`config.mk`:
```
export PLATFORM = sky130hd
export DESIGN_NAME = pipe_stage_reg
export DESIGN_NICKNAME = d
export VERILOG_FILES = /design/src/rtl/pipe_stage_reg.sv
export SDC_FILE = /design/constraint.sdc
export NUM_CORES = 1
export LEC_CHECK = 0
export CORE_MARGIN = 2
export CORE_UTILIZATION = 55
export DETAILED_ROUTE_END_ITERATION = 10
export DONT_BUFFER_PORTS = 1
export GPL_ROUTABILITY_DRIVEN = 0
export GPL_TIMING_DRIVEN = 0
export PLACE_DENSITY = 0.72
export SLEW_MARGIN = 20
export SYNTH_ARGS = -nofsm -noshare
export SYNTH_HDL_FRONTEND = slang
export SYNTH_SLANG_ARGS = --single-unit
```
`constraint.sdc`:
```
create_clock -name clk -period 2.09 [get_ports clk]
set_input_delay 0.1045 -clock clk [delete_from_list [all_inputs] [get_ports clk]]
set_output_delay 0.1045 -clock clk [all_outputs]
set_load 0.01 [all_outputs]
```
`src/rtl/pipe_stage_reg.sv`:
```
// pipe_stage_reg: parametrised pipeline stage register with valid/ready, stall hold, flush and optional skid entry
// Ports: clk; rst (async, active-low); stall freezes contents; flush kills held entries;
//   in_valid/in_ready/in_data upstream side; out_valid/out_ready/out_data downstream side;
//   occupancy = number of entries held (0..2).
module pipe_stage_reg #(
    parameter int unsigned      WIDTH      = 32,
    parameter logic [WIDTH-1:0] RST_VAL    = '0,
    parameter bit               SKID       = 1'b1,
    parameter bit               CLEAR_DATA = 1'b1
) (
    input  logic             clk,
    input  logic             rst,
    input  logic             stall,
    input  logic             flush,
    input  logic             in_valid,
    output logic             in_ready,
    input  logic [WIDTH-1:0] in_data,
    output logic             out_valid,
    input  logic             out_ready,
    output logic [WIDTH-1:0] out_data,
    output logic [1:0]       occupancy
);
    typedef enum logic [1:0] {EMPTY, ONE, FULL} state_t;
    logic fire_in;
    logic fire_out;
    logic skid_valid;
    assign fire_in   = in_valid & in_ready;
    assign fire_out  = out_valid & out_ready & ~stall;
    assign occupancy = {1'b0, out_valid} + {1'b0, skid_valid};
    generate
        if (SKID) begin : g_skid
            state_t           state;
            state_t           state_nx;
            logic [WIDTH-1:0] main_q;
            logic [WIDTH-1:0] skid_q;
            logic             load_main;
            logic             load_skid;
            logic             pop_skid;
            always_ff @(posedge clk or negedge rst)
                if (!rst) state <= EMPTY;
                else      state <= state_nx;
            // stall forces fire_in/fire_out low, so every state holds without a separate branch
            always_comb begin
                state_nx  = state;
                load_main = 1'b0;
                load_skid = 1'b0;
                pop_skid  = 1'b0;
                if (flush) state_nx = EMPTY;
                else case (state)
                    EMPTY: if (fire_in) begin
                        state_nx  = ONE;
                        load_main = 1'b1;
                    end
                    ONE: if (fire_in && fire_out) load_main = 1'b1;
                    else if (fire_in) begin
                        state_nx  = FULL;
                        load_skid = 1'b1;
                    end
                    else if (fire_out) state_nx = EMPTY;
                    FULL: if (fire_out) begin
                        state_nx = ONE;
                        pop_skid = 1'b1;
                    end
                    default: state_nx = EMPTY;
                endcase
            end
            always_ff @(posedge clk or negedge rst)
                if (!rst) begin
                    main_q <= RST_VAL;
                    skid_q <= RST_VAL;
                end else if (flush) begin
                    if (CLEAR_DATA) begin
                        main_q <= RST_VAL;
                        skid_q <= RST_VAL;
                    end
                end else begin
                    if (load_main)     main_q <= in_data;
                    else if (pop_skid) main_q <= skid_q;
                    if (load_skid)     skid_q <= in_data;
                end
            assign out_valid  = state != EMPTY;
            assign skid_valid = state == FULL;
            // registered-only ready: no path from out_ready
            assign in_ready   = ~skid_valid & ~stall & ~flush & rst;
            assign out_data   = main_q;
        end else begin : g_single
            logic             valid_q;
            logic [WIDTH-1:0] main_q;
            always_ff @(posedge clk or negedge rst)
                if (!rst) begin
                    valid_q <= 1'b0;
                    main_q  <= RST_VAL;
                end else if (flush) begin
                    valid_q <= 1'b0;
                    if (CLEAR_DATA) main_q <= RST_VAL;
                end else if (fire_in) begin
                    valid_q <= 1'b1;
                    main_q  <= in_data;
                end else if (fire_out) valid_q <= 1'b0;
            assign out_valid  = valid_q;
            assign skid_valid = 1'b0;
            assign in_ready   = (~valid_q | out_ready) & ~stall & ~flush & rst;
            assign out_data   = main_q;
        end
    endgenerate
endmodule

```
==> reports/summary.md <==
After synthesis the netlist holds a flip-flop and latch count of 66. The Yosys step of the flow raised 0 warnings. The wire length of the first global-routing pass is 14900 um.

The critical path required time is 1.99 ns. The root cell of the clock tree is clkbuf_8. In this run the worst path has a maximum fanout of 10.

In this run the deepest clock path goes through 2 buffers. The HPWL after detailed placement is 5380 um. The fraction of layout cells with a size suffix above 1 was 18.6%; the count of endpoints failing hold in the final timing report was 0.

Grouping stages by cell kind, the critical path spends the most delay in buffers and inverters. On the critical path, the stage with the largest delay is an instance of dfrtp_1. When the netlist entered floorplanning its net count stood at 349.

Setup repair after global routing left no endpoint under its margin. The detail route stage leaves a number of antenna-violating nets equal to 0. The category of the worst setup path launch point is a flip-flop.

From left edge to right edge, the die measures 83.1 um. Global routing consumed, over all layers together, 27.3% of the routing resources. The logs give 394 for the layout net count and 1.71 nW for the leakage power. The final period utilization was 86.7%. The worst pin sits at a relative slew slack of 51.3%.

Leaving out fill and tap cells, the most frequent cell in the layout is dfrtp_1. The starting density of the core came out at 57.5%. The row count came out at 28. Final hold analysis gives a worst-case slack of 0.140 ns.

The tools report the portion of the post-synthesis area used by sequential elements as 47.9%. The clock sink total is 66. For the count of H-tree levels built during CTS, the log shows 3. Setup violations remaining at the end of the flow were counted as 0.

The average instance area after synthesis was 11.1 sq um; the clock network latency to the later pin of the worst-skew pair was 0.35 ns. The run gives 0 as the number of max-slew violations in the final report. Summed over all layers, the global routing overflow is 0.

For this run, the number of standard cells in the final layout without fillers is 436. At the worst endpoint, the arrival time is 1.71 ns. The tools report the sort of element at the end of the critical path as an output port. For the aggregate negative setup slack, the log shows 0 ns.

Entering global routing, the biggest net connects 67 pins. In the layout the commonest cells are 66 x dfrtp_1, 35 x nor2b_1, 34 x inv_1. The floorplan step defined a die boundary enclosing 6910 sq um. The critical path contains buffers and inverters numbering 2 combined. Synthesis instantiated 21 different standard cells from the library. The worst hold path begins at out_ready. The time the final worst path needs with I/O delays and setup was 1.81 ns; the actual transition at the worst max-transition pin was 0.730 ns. Clock-pin slew was measured on the worst setup and hold paths at 0.07 ns. TritonCTS built the clock tree. The die is 83.1 um tall. The run finished with clean final reports. The average vias per placed instance works out to 6.37.

The run gives 0 as the number of DRC violations after detailed routing. The tools report the post-placement cell area as 3540 sq um. Sorting the synthesized cells by area gives the leading types as dfrtp_1 48%, mux2_2 8.5%, a32oi_1 8.1%. The signal on the critical path passes through buf_2, clkbuf_1, or2_2. The first detailed-routing pass took 4 iterations. The routed design has 9080 um of wire.

In this run, placement finished with an instance count of 386. For the initial antenna violation count, the log shows 0. The number of buffers created by CTS is 9, and the detailed router's first-iteration violation count is 182.

In the synthesized netlist, the number of instances is 311. Buffers placed on the I/O ports in this run total 0. The number of antenna diodes in the final layout is 0. The achievable frequency was 552 MHz. For the final database, setup skew stands at 0.00621 ns. Across the run, the number of max-cap violations was 0. In this run the power density over the cells is 622 nW/um^2. After routing the design area is 4060 sq um. The critical path is of the flip-flop to output port type. The detail-routed net length per standard cell works out to 20.8 um. In this run the worst setup path begins at g_skid.state[0].

Setup slack on the worst reg-to-reg path comes out at 0.30 ns. The number of global-route vias before repair came out at 2928. The tools report the startpoint of the lowest-slack register-to-register path as g_skid.state[0].

The fraction of post-synthesis cell area in the top cell type by area is 47.9%, and the peak supply drop is 390 uV. The path class of the tightest hold or removal check is input port to flip-flop. For this run, the slowest stage of the critical path takes 0.43 ns.

The tools report the core area as 5990 sq um. The mapped netlist covers 3440 sq um. Post-synthesis to final-layout area growth: 17.9%. The detailed router placed 2778 vias in this run. The synthesized design spends more area on one cell type than any other, namely dfrtp_1.

Count of boundary I/O pins: 74.
metal layers:
metal	track usage, %	wire length (um)	vias up
li1	-	-	1265
met1	35.1	3670	1378
met2	42.4	4600	111
met3	6.86	589	24
met4	14.3	221	0
met5	0	0	-
cell usage after synthesis, drive strengths merged:
library cell / instances
dfrtp: 66
and2: 1
clkbuf: 22
o221ai: 32
nor2b: 35
nand4: 33
or2: 1
inv: 34
nor4bb: 1
a211o: 1
a32o: 2
o211a: 1
mux2: 32
buf: 15
nor3b: 1
a32oi: 32
nand2b: 2
cell type report:
cell class,instances,area (sq um)
buffer,37,160
multi-input combinational,174,1510
fill,457,1930
tap,75,93.8
clock buffer,13,149
clock inverter,3,15.0
timing repair buffer,34,358
inverter,34,128
sequential,66,1650
worst reg2reg max path: cells and delay by family (launching register included):
family                 cells  cell delay, ns
AOI/OAI and AO/OA          2            0.35
buffers and inverters      2            0.65
and+or+nand+nor            1            0.27
DFF                        1            0.43
final timing paths:
kind,endpoint,cells past startpoint
max,out_valid,3
min,out_data[0],3
max reg2reg,out_data[18],5
min reg2reg,out_data[3],2
max in group asynchronous,g_skid.skid_q[30],2
min in group asynchronous,g_skid.skid_q[31],2
flip-flops by register name, indices dropped and copies added, names as in the netlist:
name / cells
g_skid.state: 2
g_skid.skid_q: 32
out_data: 32
timing repair:
item,4_1_cts,5_1_grt
resized for setup,0,0
endpoints found under the setup margin,0,0
buffers inserted,0,0
hold endpoints to repair,130,0
hold buffers,34,0
power breakdown:
| group | total (mW) | internal, mW | leakage (nW) | switching [mW] |
|---|---|---|---|---|
| Sequential | 1.34 | 1.30 | 0.914 | 0.0360 |
| Combinational | 0.246 | 0.0915 | 0.711 | 0.154 |
| Clock | 0.939 | 0.458 | 0.0872 | 0.481 |
| Total | 2.52 | 1.85 | 1.71 | 0.671 |
per-stage QoR:
stage | setup WS, ns | utilization [%] | power [mW]
6_report | 0.278 | 67.8 | 2.52
5_1_grt | 0.174 | 67.8 | 2.63
4_1_cts | 0.314 | 67.8 | 2.54
3_5_place_dp | 0.361 | 59.1 | 1.52
3_3_place_gp | 0.389 | 59.1 | 1.51
2_1_floorplan | 0.598 | - | 1.47
logic make-up after synthesis:
logic type | Yosys count | share of synthesized area (%)
AOI/OAI and AO/OA | 68 | 19.2
buffers and inverters | 71 | 8.35
DFF | 66 | 47.9
muxes | 32 | 10.5
and+or+nand+nor | 74 | 14.0
(Power assumes the default switching activity.)
